[src/rtl/rmii_tx_serializer.sv]
// RMII transmit serializer: preamble/SFD, frame_len payload bytes from the upstream queue,
// then the inter-frame gap. Two bits per 50 MHz reference clock, all outputs registered.
module rmii_tx_serializer #(
   parameter int unsigned LEN_WIDTH      = 11,
   parameter int unsigned PREAMBLE_BYTES = 7,
   parameter int unsigned IFG_BYTES      = 12
) (
   input  logic                 clk_in,
   input  logic                 rst_in,
   input  logic                 start,
   input  logic [LEN_WIDTH-1:0] frame_len,
   input  logic [7:0]           byte_in,
   output logic                 advance,
   output logic [1:0]           txd,
   output logic                 txen,
   output logic                 busy,
   output logic                 done
);

   localparam int unsigned PRE_CYC = PREAMBLE_BYTES * 4;
   localparam int unsigned IFG_CYC = IFG_BYTES * 4;
   localparam int unsigned MAX_CYC = (PRE_CYC > IFG_CYC) ? PRE_CYC : IFG_CYC;
   localparam int unsigned CNT_W   = $clog2(MAX_CYC + 1);
   localparam logic [CNT_W-1:0] PRE_LAST = CNT_W'(PRE_CYC - 1);
   localparam logic [CNT_W-1:0] IFG_LAST = CNT_W'(IFG_CYC - 1);
   localparam logic [CNT_W-1:0] DIBIT_2  = CNT_W'(2);
   localparam logic [CNT_W-1:0] DIBIT_3  = CNT_W'(3);

   typedef enum logic [2:0] {StIdle, StPreamble, StSfd, StData, StIfg} state_t;

   state_t               r_state, w_state;
   logic [CNT_W-1:0]     r_cnt, w_cnt;
   logic [LEN_WIDTH-1:0] r_bytes, w_bytes;
   logic [7:0]           r_shift, w_shift;
   logic [1:0]           r_txd, w_txd;
   logic                 r_txen, w_txen;
   logic                 r_advance, w_advance;
   logic                 r_done, w_done;
   logic                 r_busy, w_busy;
   logic                 w_load;

   // Registers hold what is on the wire in the current cycle; r_cnt indexes that cycle
   // within its phase, so every output below is the value for the cycle after this edge.
   always_comb begin
      w_state   = r_state;
      w_cnt     = r_cnt + 1'b1;
      w_bytes   = r_bytes;
      w_shift   = r_shift;
      w_txd     = 2'b00;
      w_txen    = 1'b0;
      w_advance = 1'b0;
      w_done    = 1'b0;
      w_load    = 1'b0;
      unique case (r_state)
         StIdle: begin
            w_cnt = '0;
            if (start && (frame_len != '0)) begin
               w_state = StPreamble;
               w_bytes = frame_len;
               w_txen  = 1'b1;
               w_txd   = 2'b01;
            end
         end
         StPreamble: begin
            w_txen = 1'b1;
            w_txd  = 2'b01;
            if (r_cnt == PRE_LAST) begin
               w_state = StSfd;
               w_cnt   = '0;
            end
         end
         StSfd: begin
            w_txen = 1'b1;
            w_txd  = (r_cnt == DIBIT_2) ? 2'b11 : 2'b01;
            if (r_cnt == DIBIT_3) begin
               w_state = StData;
               w_load  = 1'b1;
            end
         end
         StData: begin
            w_txen  = 1'b1;
            w_txd   = r_shift[3:2];
            w_shift = r_shift >> 2;
            if (r_cnt == DIBIT_3) begin
               if (r_bytes == '0) begin
                  w_state = StIfg;
                  w_cnt   = '0;
                  w_txen  = 1'b0;
                  w_txd   = 2'b00;
                  w_done  = 1'b1;
               end else begin
                  w_load = 1'b1;
               end
            end
         end
         StIfg: begin
            if (r_cnt == IFG_LAST) begin
               w_state = StIdle;
               w_cnt   = '0;
            end
         end
         default: w_state = StIdle;
      endcase
      // Head byte is sampled on the edge that starts its first dibit; r_bytes counts what remains.
      if (w_load) begin
         w_cnt     = '0;
         w_shift   = byte_in;
         w_txd     = byte_in[1:0];
         w_advance = 1'b1;
         w_bytes   = r_bytes - 1'b1;
      end
      w_busy = (w_state != StIdle);
   end

   always_ff @(posedge clk_in or negedge rst_in) begin
      if (!rst_in) begin
         r_state   <= StIdle;
         r_cnt     <= '0;
         r_bytes   <= '0;
         r_shift   <= '0;
         r_txd     <= 2'b00;
         r_txen    <= 1'b0;
         r_advance <= 1'b0;
         r_done    <= 1'b0;
         r_busy    <= 1'b0;
      end else begin
         r_state   <= w_state;
         r_cnt     <= w_cnt;
         r_bytes   <= w_bytes;
         r_shift   <= w_shift;
         r_txd     <= w_txd;
         r_txen    <= w_txen;
         r_advance <= w_advance;
         r_done    <= w_done;
         r_busy    <= w_busy;
      end
   end

   assign txd     = r_txd;
   assign txen    = r_txen;
   assign advance = r_advance;
   assign done    = r_done;
   assign busy    = r_busy;

endmodule

[config.mk]
export PLATFORM = sky130hd
export DESIGN_NAME = rmii_tx_serializer
export DESIGN_NICKNAME = d
export VERILOG_FILES = /design/src/rtl/rmii_tx_serializer.sv
export SDC_FILE = /design/constraint.sdc
export NUM_CORES = 1
export LEC_CHECK = 0
export ABC_AREA = 1
export CORE_MARGIN = 3
export CORE_UTILIZATION = 58
export CTS_BUF_LIST = sky130_fd_sc_hd__clkbuf_16
export DETAILED_ROUTE_END_ITERATION = 16
export HOLD_SLACK_MARGIN = 0.02
export PLACE_DENSITY_LB_ADDON = 0.08
export SLEW_MARGIN = 20
export SYNTH_ARGS = -nofsm -noshare
export SYNTH_HDL_FRONTEND = slang
export SYNTH_SLANG_ARGS = --single-unit
[constraint.sdc]
create_clock -name clk_in -period 4.8 [get_ports clk_in]
set_input_delay 1.2 -clock clk_in [delete_from_list [all_inputs] [get_ports clk_in]]
set_output_delay 1.2 -clock clk_in [all_outputs]
set_load 0.02 [all_outputs]
### Word-level counts from Yosys, hierarchy flattened

Index checks and enable logic that the tools add are counted.

* add/subtract/negate cells: 2
* equality and inequality tests: 8
* mux-type cells: 35
* reduce and logical (&&, ||, !) cells: 10

Operators with widths (count)
* 2-to-1 mux 11 bit: 3
* 2-to-1 mux 6 bit: 5
* case mux 6 bit (4 select lines): 1
* 2-to-1 mux 3 bit: 6
* 2-to-1 mux 8 bit: 2
* case mux 3 bit (5 select lines): 1
* equality test 6 x 2 -> 1 bit (second input constant): 2
* zero test 11 bit: 1
* nonzero test 11 bit: 1
* subtractor 11 x 1 -> 11 bit (second input constant): 1
* 2-to-1 mux 1 bit: 10
* 2-to-1 mux 2 bit: 4
* case mux 2 bit (4 select lines): 1
* adder 6 x 1 -> 6 bit (second input constant): 1
* equality test 3 x 2 -> 1 bit (second input constant): 2
* equality test 6 x 5 -> 1 bit (second input constant): 1
* equality test 6 bit (second input constant): 1
* nonzero test 2 bit: 3
* equality test 3 x 1 -> 1 bit (second input constant): 1
* equality test 3 bit (second input constant): 1
* zero test 3 bit: 1
* case mux 1 bit (3 select lines): 1
* nonzero test 3 bit: 1
* case mux 1 bit (2 select lines): 1
* 3 further kinds: 3

* register bits: 34
* output and inout bits: 6
* word-level logic and storage cells: 64

### Logic depth before layout (Yosys ltp)

* depth after elaboration: 6
* depth in mapped cells: 11
* mapped depth without buffers: 11

### Least setup slack after synthesis

No wires, ideal clock.

* kind: input -> register
* from: input frame_len[10]
* to: register r_bytes[8]
* library setup time: 120 ps
* data arrival time: 2033 ps
* path slack: 2647 ps
* stages: 9
* buffers on the path: 1
* cell sequence: inv_1 > nand2_1 > nor3_1 > nand2_1 > nand2_1 > buf_2 > nor2_1 > o21ai_1 > nand2_1

* word-level cells in the longest chain between the ends: 4

Ends and longest elaborated chain
* start, declared: line 11 `input logic [LEN_WIDTH-1:0] frame_len,`
* nonzero test 11 bit: line 57 `if (start && (frame_len != '0)) begin`
* logical AND 1 bit: line 57
* nonzero test 2 bit (no source line)
* AND reduction 2 bit (no source line)
* end signal, assigned: line 129 `r_bytes <= w_bytes;`
* end, declared: line 33 `logic [LEN_WIDTH-1:0] r_bytes, w_bytes;`

No other way between the ends.
A chain may end at the register's enable or synchronous reset.

### Worst setup path in the final report

* from: input frame_len[0]
* to: register r_bytes[4]

Same word-level chain as after synthesis.

==> flow_metrics.env <==
export IMPL_hold_violations=0
export IMPL_cts_resized=0
export IMPL_ys_warn_count=0
export IMPL_power_leakage_nw=1.22
export IMPL_ys_types=28
export IMPL_syn_nets=285
export IMPL_die_width_um=63.4
export IMPL_place_hpwl_mm=3.06
export IMPL_path_clk_slew_ns=0.05
export IMPL_cts_tree="done"
export IMPL_nets=317
export IMPL_setup_violations=0
export IMPL_clk_path_buf_depth=2
export IMPL_postRouteWirelength_mm=4.21
export IMPL_cp_common_cell="nand2_1"
export IMPL_routabilityCongestion=0.849
export IMPL_initial_core_util=0.617
export IMPL_max_freq_mhz=361
export IMPL_critPathMaxFanout=15
export IMPL_die_h_um=63.4
export IMPL_die_area_mm2=0.00402
export IMPL_ioPinCount=28
export IMPL_vdd_drop_max_v=0.000242
export IMPL_status="finished clean"
export IMPL_yosys_area_top_type_share=0.419
export IMPL_yosysSeqAreaShare=0.419
export IMPL_critPathLaunch="frame_len[0]"
export IMPL_layout_drive_gt1_share=0.106
export IMPL_synth_top_area_cell="dfrtp_1"
export IMPL_core_mm2=0.00310
export IMPL_antenna_found_initial=0
export IMPL_root_buffer="clkbuf_16"
export IMPL_cpMaxStageDelayCell="clkdlybuf4s50_1"
export IMPL_whs_path_depth=2
export IMPL_relSlewSlack=0.660
export IMPL_diodes=0
export IMPL_worst_setup_path_end_kind="flip-flop"
export IMPL_min_delay_start="r_shift[3]"
export IMPL_cts_made_buffers=5
export IMPL_first_global_vias=1684
export IMPL_power_density_mw_per_mm2=277
export IMPL_viasPerCell=5.08
export IMPL_drc=0
export IMPL_cpLargestDelayFamily="simple AND/OR/NAND/NOR gates"
export IMPL_ant_nets=0
export IMPL_critPathBufInv=2
export IMPL_hold_path_class="flip-flop to flip-flop"
export IMPL_first_pass_iters=4
export IMPL_ff2ff_path_depth=8
export IMPL_synth_area_per_cell_um2=7.36
export IMPL_vias=1712
export IMPL_synth_cells=260
export IMPL_fillers=248
export IMPL_crit_type="primary input to flip-flop"
export IMPL_rows=20
export IMPL_portBuffers=27
export IMPL_r2r_slack_ns=2.97
export IMPL_worst_endpoint_arrival_ns=2.99
export IMPL_routedWlPerCell_um=12.5
export IMPL_r2r_end="r_bytes[4]"
export IMPL_tightest_slew_ns=0.509
export IMPL_rsz0062_at_grt="false"
export IMPL_fin_crit_sh=0.577
export IMPL_htreeDepth=2
export IMPL_post_cts_buffers=0
export IMPL_worst_setup_path_start_kind="primary input"
export IMPL_cp_required_ns=5.02
export IMPL_crit_chain="clkdlybuf4s50_1 -> nand3b_1 -> nor2_1 -> nand2_1 -> nand2_1 -> nand3_1 -> inv_2 -> nand2_1 -> nand2_1"
export IMPL_syn_cell_area_mm2=0.00191
export IMPL_slew_violations=0
export IMPL_cap_violations=0
export IMPL_synth_seq_cells=32
export IMPL_yosys_top_cells_area="dfrtp_1, nand2_1, inv_1"
export IMPL_drt_iter0_markers=113
export IMPL_finalCriticalPeriod_ns=2.77
export IMPL_critPathMaxStageDelay_ns=0.43
export IMPL_overflow=0
export IMPL_synthToLayoutAreaGrowth_pct=24.5
export IMPL_grt_first_pass_wirelength_mm=7.42
export IMPL_hold_end="r_shift[3]"
export IMPL_setup_tns_ns=0
export IMPL_hold_ws_ns=0.475
export IMPL_finalClockSkew_ns=0.00641
export IMPL_clock_sink_count=32
export IMPL_hold_buffers=0
export IMPL_grt_util_all_layers=0.238
export IMPL_grt_max_degree=33
export IMPL_reg2reg_from="r_state[2]"
export IMPL_clk_latency_ns=0.28
==> cell usage after synthesis, drive strengths merged <==
master,n
clkinv,1
xnor2,4
inv,44
o21ai,13
dfrtp,32
nor3,4
xor2,3
nand3,27
nand4,6
o22ai,1
nand2,75
nor2,37
o211ai,1
ha,3
a21oi,3
buf,3
nand3b,3
==> worst register-to-register path: stages (launching register included) <==
cell and delay (ns):
dfrtp_1 0.39, inv_1 0.14, nand2_1 0.07, nor2_1 0.25
nand2_1 0.38, nand3_1 0.24, inv_2 0.11, nand2_1 0.08
nand2_1 0.06
==> placed cells by master (no fill, tap or decap), types with 5 or more instances in the layout <==
cell             synthesis  layout
inv_1                   40      41
nor2_1                  31      31
clkbuf_16                0       5
dfrtp_1                 32      32
nand3_1                 25      25
nand4_1                  6       6
nand2_1                 70      70
clkdlybuf4s50_1          0      27
o21ai_0                  8       8
nor2_2                   5       5
==> where the power goes <==
| group | total, W | switching (W) | internal (W) |
|---|---|---|---|
| sequential | 0.000274 | 0.00000108 | 0.000273 |
| combinational | 0.0000340 | 0.0000143 | 0.0000197 |
| clock | 0.000352 | 0.000110 | 0.000241 |
==> flip-flops by register name, summed over array words and instances (netlist names) <==
signal	flops
advance	1
busy	1
done	1
r_bytes	11
r_cnt	6
r_shift	6
r_state	3
txd	2
txen	1
==> worst max path at each step <==
| stage | endpoint | slack (ns) | depth (start not counted) |
|---|---|---|---|
| 2_1_floorplan | r_bytes[8] | 2.65 | 9 |
| 3_3_place_gp | r_bytes[8] | 1.85 | 9 |
| 3_5_place_dp | r_bytes[4] | 1.77 | 9 |
| 4_1_cts | r_bytes[4] | 2.04 | 9 |
| 5_1_grt | r_bytes[6] | 1.89 | 9 |
| 6_report | r_bytes[4] | 2.03 | 9 |
==> cell families after synthesis <==
group / count (synthesis) / synth area share
flops: 32 / 0.419
compound gates: 18 / 0.0569
simple gates: 152 / 0.370
xor+xnor: 7 / 0.0320
buf+inv: 48 / 0.103
fa+ha+maj: 3 / 0.0196
==> layout make-up <==
cell class                      instances  area, um^2  area share
Timing Repair Buffer                   28         278       0.117
Sequential cell                        32         801       0.336
Inverter                               45         170      0.0714
Clock buffer                            5         125      0.0525
Tap cell                               44        55.1      0.0231
Clock inverter                          3        38.8      0.0163
Multi-Input combinational cell        180         915       0.384
==> metal layers <==
metal  routed length [um]  track usage  vias to the layer above
met5                    0            0                        -
met4                   72       0.0916                        0
met1                 1860        0.292                      784
li1                     -            -                      876
met3                  219       0.0660                        9
met2                 2060        0.394                       43
==> through the flow <==
stage          cell area (um^2)   util  power (W)  worst slack [ns]  std cells
2_1_floorplan              1910      -   0.000285              2.65        260
3_5_place_dp               2220  0.715   0.000312              1.77        329
6_report                   2380  0.768   0.000659              2.03        337
3_3_place_gp               2220  0.715   0.000312              1.85        329
5_1_grt                    2380  0.768   0.000685              1.89        337
4_1_cts                    2380  0.768   0.000664              2.04        337
Power figures use the tool's default switching activity.
==> variant: new RTL, same flow settings <==
`LEN_WIDTH`: 11 -> 13.
--- a/src/rtl/rmii_tx_serializer.sv
+++ b/src/rtl/rmii_tx_serializer.sv
@@ -2,5 +2,5 @@
 // then the inter-frame gap. Two bits per 50 MHz reference clock, all outputs registered.
 module rmii_tx_serializer #(
-   parameter int unsigned LEN_WIDTH      = 11,
+   parameter int unsigned LEN_WIDTH      = 13,
    parameter int unsigned PREAMBLE_BYTES = 7,
    parameter int unsigned IFG_BYTES      = 12
Ports: changed (resized frame_len); port bits go from 28 to 30. No check against the original RTL was run, so the function may have changed too.
==> variant against the original RTL <==
Clock power decreased by 18%. Cell area up 2.4%. Routed wire length rose by 6.2%. Fmax is 2.4% lower. Sequential power rose by 6%. Non-clock buffer count grew 2. Synthesized area grew 5.4%. First-iteration DRC count rose by 9.7%. Die area grew 4.9%. Power fell by 6.7%. Synthesized cell count increased by 7.7%. Sequential cell count grew 2. Setup slack lost 0.069 ns. Largest cell class unchanged.
==> variant: results (changes against the original RTL) <==
The worst slew margin relative to its limit is 0.4811 (-0.1789). The largest stage delay on the critical path works out to 0.61 ns (+0.18 ns). The worst setup slack before clock tree synthesis is 1.680 ns (-0.08841 ns). The logs give 2.80 ns (-0.17 ns) for the worst-case register-to-register setup slack and 307 (+7.7%) for the total nets after synthesis. The tools report the final worst-path setup slack as 1.960 ns (-0.06935 ns). The flow ran to the end, and the final reports show no timing, DRC or antenna violations. The maximum fanout along the worst path was 13 (-2).

The final wirelength is 4468 um (+6.2%), and the worst IR drop on VDD is 0.2357 mV (-2.8%). On the critical path, the stage with the largest delay is an instance of sky130_fd_sc_hd__nor2_1. The multi-input combinational cell area was 1010 um2 (+10%); the buffer share of cell area was 0.1221 (+0.005455). The via count of the first global-routing pass was 1811 (+7.5%); the first-pass GRT wire length was 7879 um (+6.1%).

The arrival time of the worst setup path was 3.00 ns (about the same); the count of input and output buffers was 29 (+7.4%). For the part of the Yosys area used for sequential elements, the log shows 0.4221 (+0.003524). The fraction of layout cells with a size suffix above 1 works out to 0.06472 (-0.04108). Yosys attributes the largest share of cell area to sky130_fd_sc_hd__dfrtp_1, sky130_fd_sc_hd__nand2_1, sky130_fd_sc_hd__nand3_1, sky130_fd_sc_hd__nor2_1, sky130_fd_sc_hd__inv_1. Ranked by instance count, the synthesized netlist is headed by sky130_fd_sc_hd__nand2_1, sky130_fd_sc_hd__nand3_1, sky130_fd_sc_hd__nor2_1. The clock network area share was 0.05282 (-0.01598). The capturing element of the worst setup path is r_bytes[1]$_DFFE_PN0P_. The tools report the HPWL reported at the end of detailed placement as 3147 um (+2.8%). Sink count of the clock tree: 34 (+6.3%).

The total global-route track usage came out at 0.2420 (+0.004368). The largest net degree at the start of global routing is 35 (+6.1%), and the register fraction of the total cell area is 0.3487 (+0.01258). The tools report the initial detailed-routing violation count as 124 (+9.7%). The static leakage is 1.200 nW (-1.4%).

The routed via count divided by cell count was 5.269 (+3.7%).
variant: changes by cell type in the layout (fill, tap and decap cells not counted), moves of 3 or more:
cell	delta
sky130_fd_sc_hd__a21oi_2	-3
sky130_fd_sc_hd__xor2_1	+6
sky130_fd_sc_hd__nand4_1	-5
sky130_fd_sc_hd__nand3_1	+17
sky130_fd_sc_hd__inv_1	-19
sky130_fd_sc_hd__nand2_1	+17
sky130_fd_sc_hd__nor2_1	+11
variant: cell families after synthesis:
| family | after synthesis | share of synthesized area |
|---|---|---|
| xor gates and xnor gates | 11 | 0.04780 |
| AOI/OAI and AO/OA | 14 | 0.03973 |
| buffers and inverters | 33 | 0.07696 |
| DFF | 34 | 0.4221 |
| and+or+nand+nor | 185 | 0.3948 |
| adders and majority gates | 3 | 0.01862 |
variant: metal layers:
layer,track usage,wire length (um),part of all wire
met1,0.3000,2030,0.45
met2,0.4138,2167,0.49
met3,0.05719,202,0.045
met4,0.07652,68,0.015
met5,0,0,0
variant: power breakdown:
| group | internal (mW) | total [mW] | switching, mW |
|---|---|---|---|
| combinational | 0.0206 | 0.0345 | 0.0138 |
| clock | 0.184 | 0.290 | 0.106 |
| sequential | 0.290 | 0.291 | 0.00122 |
| total | 0.494 | 0.616 | 0.121 |
variant: through the flow:
stage | hold WS [ns] | power [mW] | area, um2 | cells
5_1_grt | 0.4882 | 0.6326 | 2440 | 353
6_report | 0.4755 | 0.6155 | 2440 | 353
3_5_place_dp | 0.4652 | 0.3301 | 2311 | 347
2_1_floorplan | 0.4419 | 0.3008 | 2016 | 280
4_1_cts | 0.4779 | 0.6183 | 2440 | 353
3_3_place_gp | 0.4594 | 0.3301 | 2311 | 347
